--- src/rtl/bcd_counter4.sv ---
// Four-digit BCD up/down counter with count prescaler, clear/load, wrap flag
// and a free-running digit-scan strobe for a multiplexed display.
module bcd_counter4 #(
    parameter int COUNT_DIV = 4,
    parameter int SCAN_DIV  = 3
) (
    input  logic        clk,
    input  logic        rst,
    input  logic        en,
    input  logic        up,
    input  logic        clr,
    input  logic        load,
    input  logic [15:0] load_val,
    output logic [15:0] bcd,
    output logic        count_tick,
    output logic        wrap,
    output logic        scan_tick
);

    localparam int PW = (COUNT_DIV > 1) ? $clog2(COUNT_DIV) : 1;
    localparam int SW = (SCAN_DIV > 1) ? $clog2(SCAN_DIV) : 1;
    localparam logic [PW-1:0] PRE_LAST  = PW'(COUNT_DIV - 1);
    localparam logic [SW-1:0] SCAN_LAST = SW'(SCAN_DIV - 1);

    logic [PW-1:0] r_pre;
    logic [SW-1:0] r_scan;
    logic [15:0]   r_bcd;
    logic          r_count_tick;
    logic          r_wrap;
    logic          r_scan_tick;

    logic [15:0]   w_next;
    logic [15:0]   w_load_clean;
    logic          w_c;
    logic          w_full;

    // Ripple carry/borrow across digits; w_full is the carry out of digit 3.
    always_comb begin
        w_next = r_bcd;
        w_c    = 1'b1;
        for (int i = 0; i < 4; i++) begin
            if (w_c) begin
                if (up) begin
                    if (r_bcd[4*i +: 4] >= 4'd9) begin
                        w_next[4*i +: 4] = 4'd0;
                    end else begin
                        w_next[4*i +: 4] = r_bcd[4*i +: 4] + 4'd1;
                        w_c = 1'b0;
                    end
                end else begin
                    if (r_bcd[4*i +: 4] == 4'd0 || r_bcd[4*i +: 4] > 4'd9) begin
                        w_next[4*i +: 4] = 4'd9;
                    end else begin
                        w_next[4*i +: 4] = r_bcd[4*i +: 4] - 4'd1;
                        w_c = 1'b0;
                    end
                end
            end
        end
        w_full = w_c;
    end

    // Illegal load digits are forced to zero so bcd never carries a non-BCD code.
    always_comb begin
        w_load_clean = load_val;
        for (int i = 0; i < 4; i++) begin
            if (load_val[4*i +: 4] > 4'd9)
                w_load_clean[4*i +: 4] = 4'd0;
        end
    end

    always_ff @(posedge clk or negedge rst) begin
        if (!rst) begin
            r_pre        <= '0;
            r_bcd        <= '0;
            r_count_tick <= 1'b0;
            r_wrap       <= 1'b0;
        end else begin
            r_count_tick <= 1'b0;
            r_wrap       <= 1'b0;
            if (clr) begin
                r_bcd <= '0;
                r_pre <= '0;
            end else if (load) begin
                r_bcd <= w_load_clean;
                r_pre <= '0;
            end else if (en) begin
                if (r_pre == PRE_LAST) begin
                    r_pre        <= '0;
                    r_bcd        <= w_next;
                    r_count_tick <= 1'b1;
                    r_wrap       <= w_full;
                end else begin
                    r_pre <= r_pre + 1'b1;
                end
            end
        end
    end

    always_ff @(posedge clk or negedge rst) begin
        if (!rst) begin
            r_scan      <= '0;
            r_scan_tick <= 1'b0;
        end else if (r_scan == SCAN_LAST) begin
            r_scan      <= '0;
            r_scan_tick <= 1'b1;
        end else begin
            r_scan      <= r_scan + 1'b1;
            r_scan_tick <= 1'b0;
        end
    end

    assign bcd        = r_bcd;
    assign count_tick = r_count_tick;
    assign wrap       = r_wrap;
    assign scan_tick  = r_scan_tick;

endmodule

--- config.mk ---
export PLATFORM = sky130hd
export DESIGN_NAME = bcd_counter4
export DESIGN_NICKNAME = d
export VERILOG_FILES = /design/src/rtl/bcd_counter4.sv
export SDC_FILE = /design/constraint.sdc
export NUM_CORES = 1
export LEC_CHECK = 0
export ABC_AREA = 1
export CAP_MARGIN = 15
export CORE_ASPECT_RATIO = 1.2
export CORE_UTILIZATION = 57
export CTS_CLUSTER_DIAMETER = 120
export CTS_CLUSTER_SIZE = 16
export DETAILED_ROUTE_END_ITERATION = 10
export HOLD_SLACK_MARGIN = 0.05
export PLACE_DENSITY = 0.87
export SLEW_MARGIN = 30
export SYNTH_ARGS = -nofsm -noshare
export SYNTH_HDL_FRONTEND = slang
export SYNTH_SLANG_ARGS = --single-unit
--- constraint.sdc ---
create_clock -name clk -period 3.22 [get_ports clk]
set_clock_uncertainty 0.05 [all_clocks]
set_input_delay 0.483 -clock clk [delete_from_list [all_inputs] [get_ports clk]]
set_output_delay 0.483 -clock clk [all_outputs]
set_load 0.05 [all_outputs]
# Word-level counts from Yosys, hierarchy flattened

Index checks and enable logic that the tools add are counted.
Widths: inputs -> output; s select.

Word-level logic and storage cells: 102
Memories kept: 0
Bits in writable memories: 0
Bits in read-only memories: 0
Output and inout port bits: 19
Bits in latches: 0
Bits of input ports: 22
Bits in registers: 23

Div/mod/pow operators: 0
Equality and inequality tests: 2
Reduce and logical (&&, ||, !) cells: 17
$lt $le $gt $ge: 12
Shifts and indexed selects: 0
Multipliers: 0
Mux-type cells: 52
Bitwise logic cells: 0
Add/subtract/negate cells: 10

Operators by type and width:

| operator            | number |
|---|---|
| $mux 4              | 19 |
| $mux 16             | 4 |
| $gt 4x4->1 const B  | 8 |
| $mux 1              | 24 |
| $add 4x1->4 const B | 4 |
| $ge 4x4->1 const B  | 4 |
| $logic_not 4->1     | 4 |
| $sub 4x1->4 const B | 4 |
| $reduce_bool 3->1   | 5 |
| $mux 2              | 5 |
| $reduce_and 3->1    | 3 |
| $add 2x1->2 const B | 2 |
| $eq 2x2->1 const B  | 2 |
| $logic_or 1x1->1    | 4 |
| $reduce_and 2->1    | 1 |

# Longest topological paths before layout

Gate-level depths: netlist of the first run.

Depth after elaboration: 11
Gate-level depth with buffers: 12
Mapped depth without buffers: 12

# Worst setup path after synthesis of the first run

No wires, ideal clock.

Path type: register to register
Start: register r_bcd[4], in the netlist bcd[4]
End: register r_bcd[8], in the netlist bcd[8]
Setup time: 118 ps
Setup slack: 1208 ps
Period minus slack after synthesis: 2012 ps
Data required time: 3052 ps
Data arrival time: 1844 ps
Stages on the path, launching flop included: 13
Cells stage by stage: dfrtp_1 -> inv_1 -> ha_1 -> nand2_1 -> nand2_2 -> nor2_4 -> nor2_2 -> nor2_4 -> nand3_2 -> nand2_4 -> inv_2 -> nand2_1 -> nand2_1

Word-level cells in the longest chain between the ends: 7

Ends and longest elaborated chain:

| item                                          | line | RTL |
|---|---|---|
| from (decl)                                   | 27   | `logic [15:0] r_bcd;` |
| from (signal assigned)                        | 85   | `r_bcd <= w_load_clean;` |
| from (signal assigned)                        | 90   | `r_bcd <= w_next;` |
| $gt 4x4->1 or $logic_not 4->1 (tied branches) | 51   | `if (r_bcd[4*i +: 4] == 4'd0 \|\| r_bcd[4*i +: 4] > 4'd9) begin` |
| $logic_or 1x1->1                              | 51   |  |
| $mux 1                                        | 51   |  |
| $mux 1 (*)                                    | 43   | `if (up) begin` |
| $mux 1 (*)                                    | 42   | `if (w_c) begin` |
| $reduce_bool 3->1 (no source line) (*)        | -    |  |
| $reduce_and 3->1 (no source line) (*)         | -    |  |

Every way passes the cells marked *; elsewhere a longest branch is shown, timed or not.
A chain may end at the register's enable or synchronous reset.

# Worst setup path in the final report of the first run

Start: register r_bcd[7], in the netlist bcd[7]
End: output bcd[7]

RTL lines:

| item      | line | RTL |
|---|---|---|
| to (decl) | 14   | `output logic [15:0] bcd,` |

No word-level cell between the ends.

==> flow_summary_export.csv, run 1 <==
group,metric,value,unit
sta,final-hold-violation-count,0,
finish,syn_to_final_growth,21.9,%
global_route,grt_pass1_vias,1909,
die,initial_utilization,59.2,%
sta,period_share,69.5,%
routing,routedWlPerCell,12.9,um
finish,nNetsFinal,375,
finish,n_antenna_cell,0,
sta,setup_tns,0,ps
clock_tree,ctsHoldBuffers,0,
pwr,peakVddDrop,232,uV
synthesis,synth-main-ff-cell,"dfrtp_1",
synthesis,yosys_warnings,0,
routing,ant_nets,0,
job,maxCapViolCount,0,
critical_path,cp.buffers_inverters,1,
synthesis,synth_edf_count,0,
routing,vias,2095,
critical_path,endpoint_kind,"output pin",
critical_path,crit_arrival,1700,ps
placed_design,gp_congestion,0.876,
die,core_area,3600,um2
global_route,track_usage,25.8,%
critical_path,crit_cells,1,
clock_tree,cts_tree,"done",
die,die_h,69.0,um
placed_design,dp_hpwl,3.86,mm
critical_path,critPathMaxStageDelay,880,ps
synthesis,yosys.cell_count.top_type,"nand2_1",
clock_tree,cts_buffers,3,
clock_tree,clock_latency,260,ps
synthesis,synth-seq-cells,23,
synthesis,synth_area_leaders,"dfrtp_1, nand2_1, ha_1, nand3_1, inv_1",
critical_path,cpMaxStageDelayCell,"clkdlybuf4s50_1",
sta,slew_headroom,65.5,%
synthesis,synth_top_area_cell,"dfrtp_1",
global_route,overflow,0,
min_path,hold_class,"reg -> reg",
sta,worstMarginPinSlew,516,ps
global_route,grt_first_pass_wirelength,8.30,mm
global_route,antenna_found_initial,0,
synthesis,synth_cell_types,37,
clock_tree,post_cts_resized,0,
critical_path,critical-path-top-delay-family,"buffers and inverters",
clock_tree,cts_max_path_buffers,2,
sta,period_minus_slack,2240,ps
global_route,grt_max_degree,24,
pwr,power.density,394,nW/um2
synthesis,postSynthCellCount,298,
critical_path,crit_fanout,8,
sta,hold_ws,404,ps
outcome,status,"finished, violations left",
routing,via_per_inst,5.57,
outcome,failed_checks,"DRC",
critical_path,reg2reg_depth,12,
die,die_w,57.9,um
sta,setup_viol,0,
placed_design,io_buffers,40,
die,row_count,24,
finish,utilization,72.2,%
synthesis,yosys.area.top_type_share,27.0,%
critical_path,start_kind,"register",
sta,clock.fmax,447,MHz
routing,routed_wl,4.85,mm
synthesis,synth.net_count,335,
finish,layout-drive-gt1-share,14.2,%
critical_path,required,2690,ps
routing,drt-initial-drc-count,138,
synthesis,ys_seq_area_share,27.0,%
clock_tree,clk_pin_slew,80,ps
critical_path,crit_chain,"clkdlybuf4s50_1",
clock_tree,htreeDepth,1,
clock_tree,root_buffer,"clkbuf_8",
routing,drcViolationCount,3,
pwr,p_leak,1.26,nW
sta,rsz0062_at_grt,"no",
clock_tree,numClockSinks,23,
synthesis,synth_common_cells,"nand2_1, nand3_1, inv_1, dfrtp_1, ha_1",
min_path,hold_path_depth,1,
synthesis,synth_async_sr_flop_share,100,%
critical_path,critPathKind,"reg -> out",
die,dieArea,3990,um2
synthesis,syn_area_per_cell,7.16,um2
die,io_pins,41,
clock_tree,post_cts_buffers,0,
routing,first_pass_iters,7,
synthesis,synth_area,2130,um2
sta,slew_viol_final,0,
final cells by class:
cell class                      instances  area (um2)
Multi-Input combinational cell        229        1360
Fill cell                             300        1000
Sequential cell                        23         576
Timing Repair Buffer                   43         423
Inverter                               38         145
Tap cell                               39        48.8
Clock buffer                            3        41.3
Clock inverter                          1        5.00
flip-flops by register name, summed over array words and instances (netlist names):
name	count
r_scan	2
count_tick	1
bcd	16
wrap	1
r_pre	2
scan_tick	1
final timing paths:
check,startpoint,endpoint,slack (ps)
max,bcd[7],bcd[7],980
min,r_scan[0],r_scan[0],400
max reg2reg,bcd[8],bcd[9],1370
min reg2reg,r_scan[0],r_scan[0],400
max in group asynchronous,rst,bcd[0],2370
min in group asynchronous,rst,bcd[10],510
routing by layer:
layer  share of wire [%]  track usage [%]  up-vias
li1                    -                -     1059
met1                  44             35.0      959
met2                  50             43.6       65
met3                 5.1             2.44       12
met4                 1.7             6.88        0
met5                   0                0        -
cells in the final DEF (no fill, tap or decap), types with 5 or more instances in the layout:
cell,instances
o21ai_0,13
dfrtp_1,23
nor2_1,11
clkdlybuf4s50_1,40
inv_1,28
o21ai_1,10
nand3_1,29
ha_1,15
nor2_4,5
nor2_2,5
nand2_1,78
nand4_1,8
xor2_1,7
inv_2,9
a21oi_1,10
nand2_2,7
cell families (layout without fill, tap and decap cells):
| kind of cell | count (synthesis) | in the layout | share of synthesized area (%) |
|---|---|---|---|
| buffers and inverters | 46 | 85 | 9.14 |
| AOI/OAI and AO/OA | 48 | 48 | 14.0 |
| and+or+nand+nor | 156 | 156 | 37.0 |
| DFF | 23 | 23 | 27.0 |
| adders and majority gates | 15 | 15 | 8.79 |
| xor gates and xnor gates | 10 | 10 | 4.10 |
where the power goes:
part	switching [mW]	internal (mW)	total (mW)	leakage, nW
registers	0.0462	0.312	0.358	0.302
logic	0.308	0.181	0.489	0.931
clock network	0.0923	0.0863	0.179	0.0255
total	0.447	0.579	1.03	1.26
through the flow:
step           std cells  power [mW]  instance area, um2  worst slack, ps
6_report             376        1.03                2600              983
2_1_floorplan        298       0.715                2130             1210
3_5_place_dp         372       0.850                2560              941
5_1_grt              376        1.09                2600              947
3_3_place_gp         372       0.841                2560              989
4_1_cts              376        1.03                2600              983
No activity file was read; power rests on OpenSTA's default activity.
==> run 2, diff against run 1 <==
CORE_UTILIZATION = 48   (was 57)
PLACE_DENSITY = 0.78   (was 0.87)
clock period = 1.81 ns   (was 3.22 ns; I/O delays follow)
==> run 2 against run 1 <==
The flow now finishes without violations. Critical path depth did not move. Flip-flop and latch count is the same. Final area is 6.5% higher.
==> flow_summary_export.csv, run 2 (synthesized netlist as in run 1, its figures left out) <==
group,metric,value,unit
outcome,status,"complete, no violations",
die,die_w,62.9,um
finish,largest_reg_flops,16,
global_route,grt_pass1_vias,1981,
routing,drcViolationCount,0,
clock_tree,numClockSinks,23,
die,dieArea,4720,um2
critical_path,crit_fanout,1,
pwr,p_sw,0.827,mW
critical_path,required,1490,ps
global_route,grt_first_pass_wirelength,8.24,mm
clock_tree,htreeDepth,1,
job,maxCapViolCount,0,
critical_path,critPathMaxStageDelay,800,ps
sta,timing.final.ws_setup,95.5,ps
finish,layout-drive-gt1-share,27.3,%
critical_path,start_kind,"register",
global_route,antenna_found_initial,0,
clock_tree,root_buffer,"clkbuf_8",
critical_path,cp.buffers_inverters,1,
die,initial_utilization,50.1,%
critical_path,rrSetupSlack,110,ps
placed_design,dp_hpwl,3.96,mm
placed_design,gp_congestion,0.853,
pwr,clock_power_share,17.1,%
clock_tree,clk_pin_slew,90,ps
routing,via_per_inst,5.19,
sta,slew_viol_final,0,
die,die_h,75.1,um
critical_path,cpMaxStageDelayCell,"clkdlybuf4s50_1",
min_path,hold_class,"in -> async",
clock_tree,clock_latency,270,ps
critical_path,worstReg2RegEnd,"bcd[9]",
finish,utilization,65.1,%
die,row_count,26,
routing,vias,2135,
pwr,p_int,1.09,mW
finish,syn_to_final_growth,29.9,%
finish,final_common_cell,"nand2_1",
sta,period_minus_slack,1710,ps
clock_tree,ctsHoldBuffers,0,
placed_design,dp_cells,403,
sta,worstMarginPinSlew,500,ps
routing,routedWlPerCell,12.6,um
finish,fin_cells,411,
sta,slew_headroom,66.6,%
critical_path,critical-path-top-delay-family,"buffers and inverters",
sta,setup_tns,0,ps
sta,period_share,94.7,%
placed_design,dp_slack,68.3,ps
pwr,combinationalPowerShare,50.0,%
pwr,netSwitchingFraction,43.1,%
global_route,overflow,0,
critical_path,crit_chain,"clkdlybuf4s50_1",
clock_tree,cts_tree,"done",
routing,drt-initial-drc-count,131,
finish,n_antenna_cell,0,
critical_path,reg2reg_depth,12,
critical_path,critPathKind,"reg -> out",
critical_path,endpoint_kind,"output pin",
critical_path,worstReg2RegStart,"bcd[9]",
clock_tree,cts_max_path_buffers,2,
finish,nNetsFinal,393,
clock_tree,cts_buffers,3,
sta,final-hold-violation-count,0,
global_route,grt_max_degree,24,
placed_design,io_buffers,40,
die,core_area,4260,um2
pwr,peakVddDrop,504,uV
pwr,power.density,691,nW/um2
pwr,p_leak,1.36,nW
critical_path,crit_arrival,1390,ps
sta,clock.fmax,583,MHz
routing,first_pass_iters,4,
pwr,seqPwrFrac,33.0,%
die,io_pins,41,
routing,ant_nets,0,
sta,setup_viol,0,
finish,layout_common_cells,"nand2_1, buf_4, nand3_1",
routing,routed_wl,5.18,mm
global_route,track_usage,22.2,%
[run 2: through the flow]
stage                     power (mW)  area [um2]  hold slack, ps
final                           1.92        2770             302
after global routing            2.04        2770             345
after CTS                       1.88        2710             318
after detailed placement        1.55        2660             395
after global placement          1.54        2660             383
after floorplan                 1.28        2140           -74.1
[run 2: layout make-up]
class                   count  area [um2]
clock buffers               4        45.0
multi-input cells         229        1400
repair buffers             61         528
fillers                   372        1490
flip-flops and latches     23         586
well taps                  56        70.1
inverters                  38         145
[run 2: repair_timing]
action	in CTS	in global routing
buffers inserted	0	4
endpoints found under the setup margin	0	12
hold endpoints to repair	0	0
resized for setup	0	9
[run 2: power groups by stage]
stage	Combinational (mW)	Sequential, mW	Clock, mW
after CTS	0.913	0.633	0.332
after global routing	1.05	0.641	0.348
final	0.958	0.632	0.327
after global placement	0.898	0.641	0
after detailed placement	0.909	0.643	0
after floorplan	0.511	0.767	0
[run 2: worst register-to-register path: stages, from the launching register on]
cell and delay (ps):
dfrtp_2 410, inv_1 150, ha_4 180, nand2_4 60, nand2_4 60, nand2_1 110
nor2_4 150, nand2_1 70, nand2_1 50, nor2_1 40, nor2_1 160, nand3_1 90
nand2_1 60
[run 2: worst max path at each step]
stage / from / end / slack [ps] / cells after the start
4_1_cts: bcd[9] / bcd[9] / 50 / 12
3_3_place_gp: up / bcd[8] / 80 / 9
3_5_place_dp: up / bcd[8] / 70 / 9
6_report: scan_tick / scan_tick / 100 / 1
5_1_grt: bcd[12] / bcd[13] / -30 / 10
2_1_floorplan: bcd[0] / bcd[8] / 3 / 12
[run 2: metal layers]
| layer | part of all wire, % | track usage [%] | vias up |
|---|---|---|---|
| li1 | - | - | 1099 |
| met1 | 44 | 27.4 | 974 |
| met2 | 51 | 39.3 | 54 |
| met3 | 3.9 | 3.79 | 8 |
| met4 | 1.5 | 7.75 | 0 |
| met5 | 0 | 0 | - |
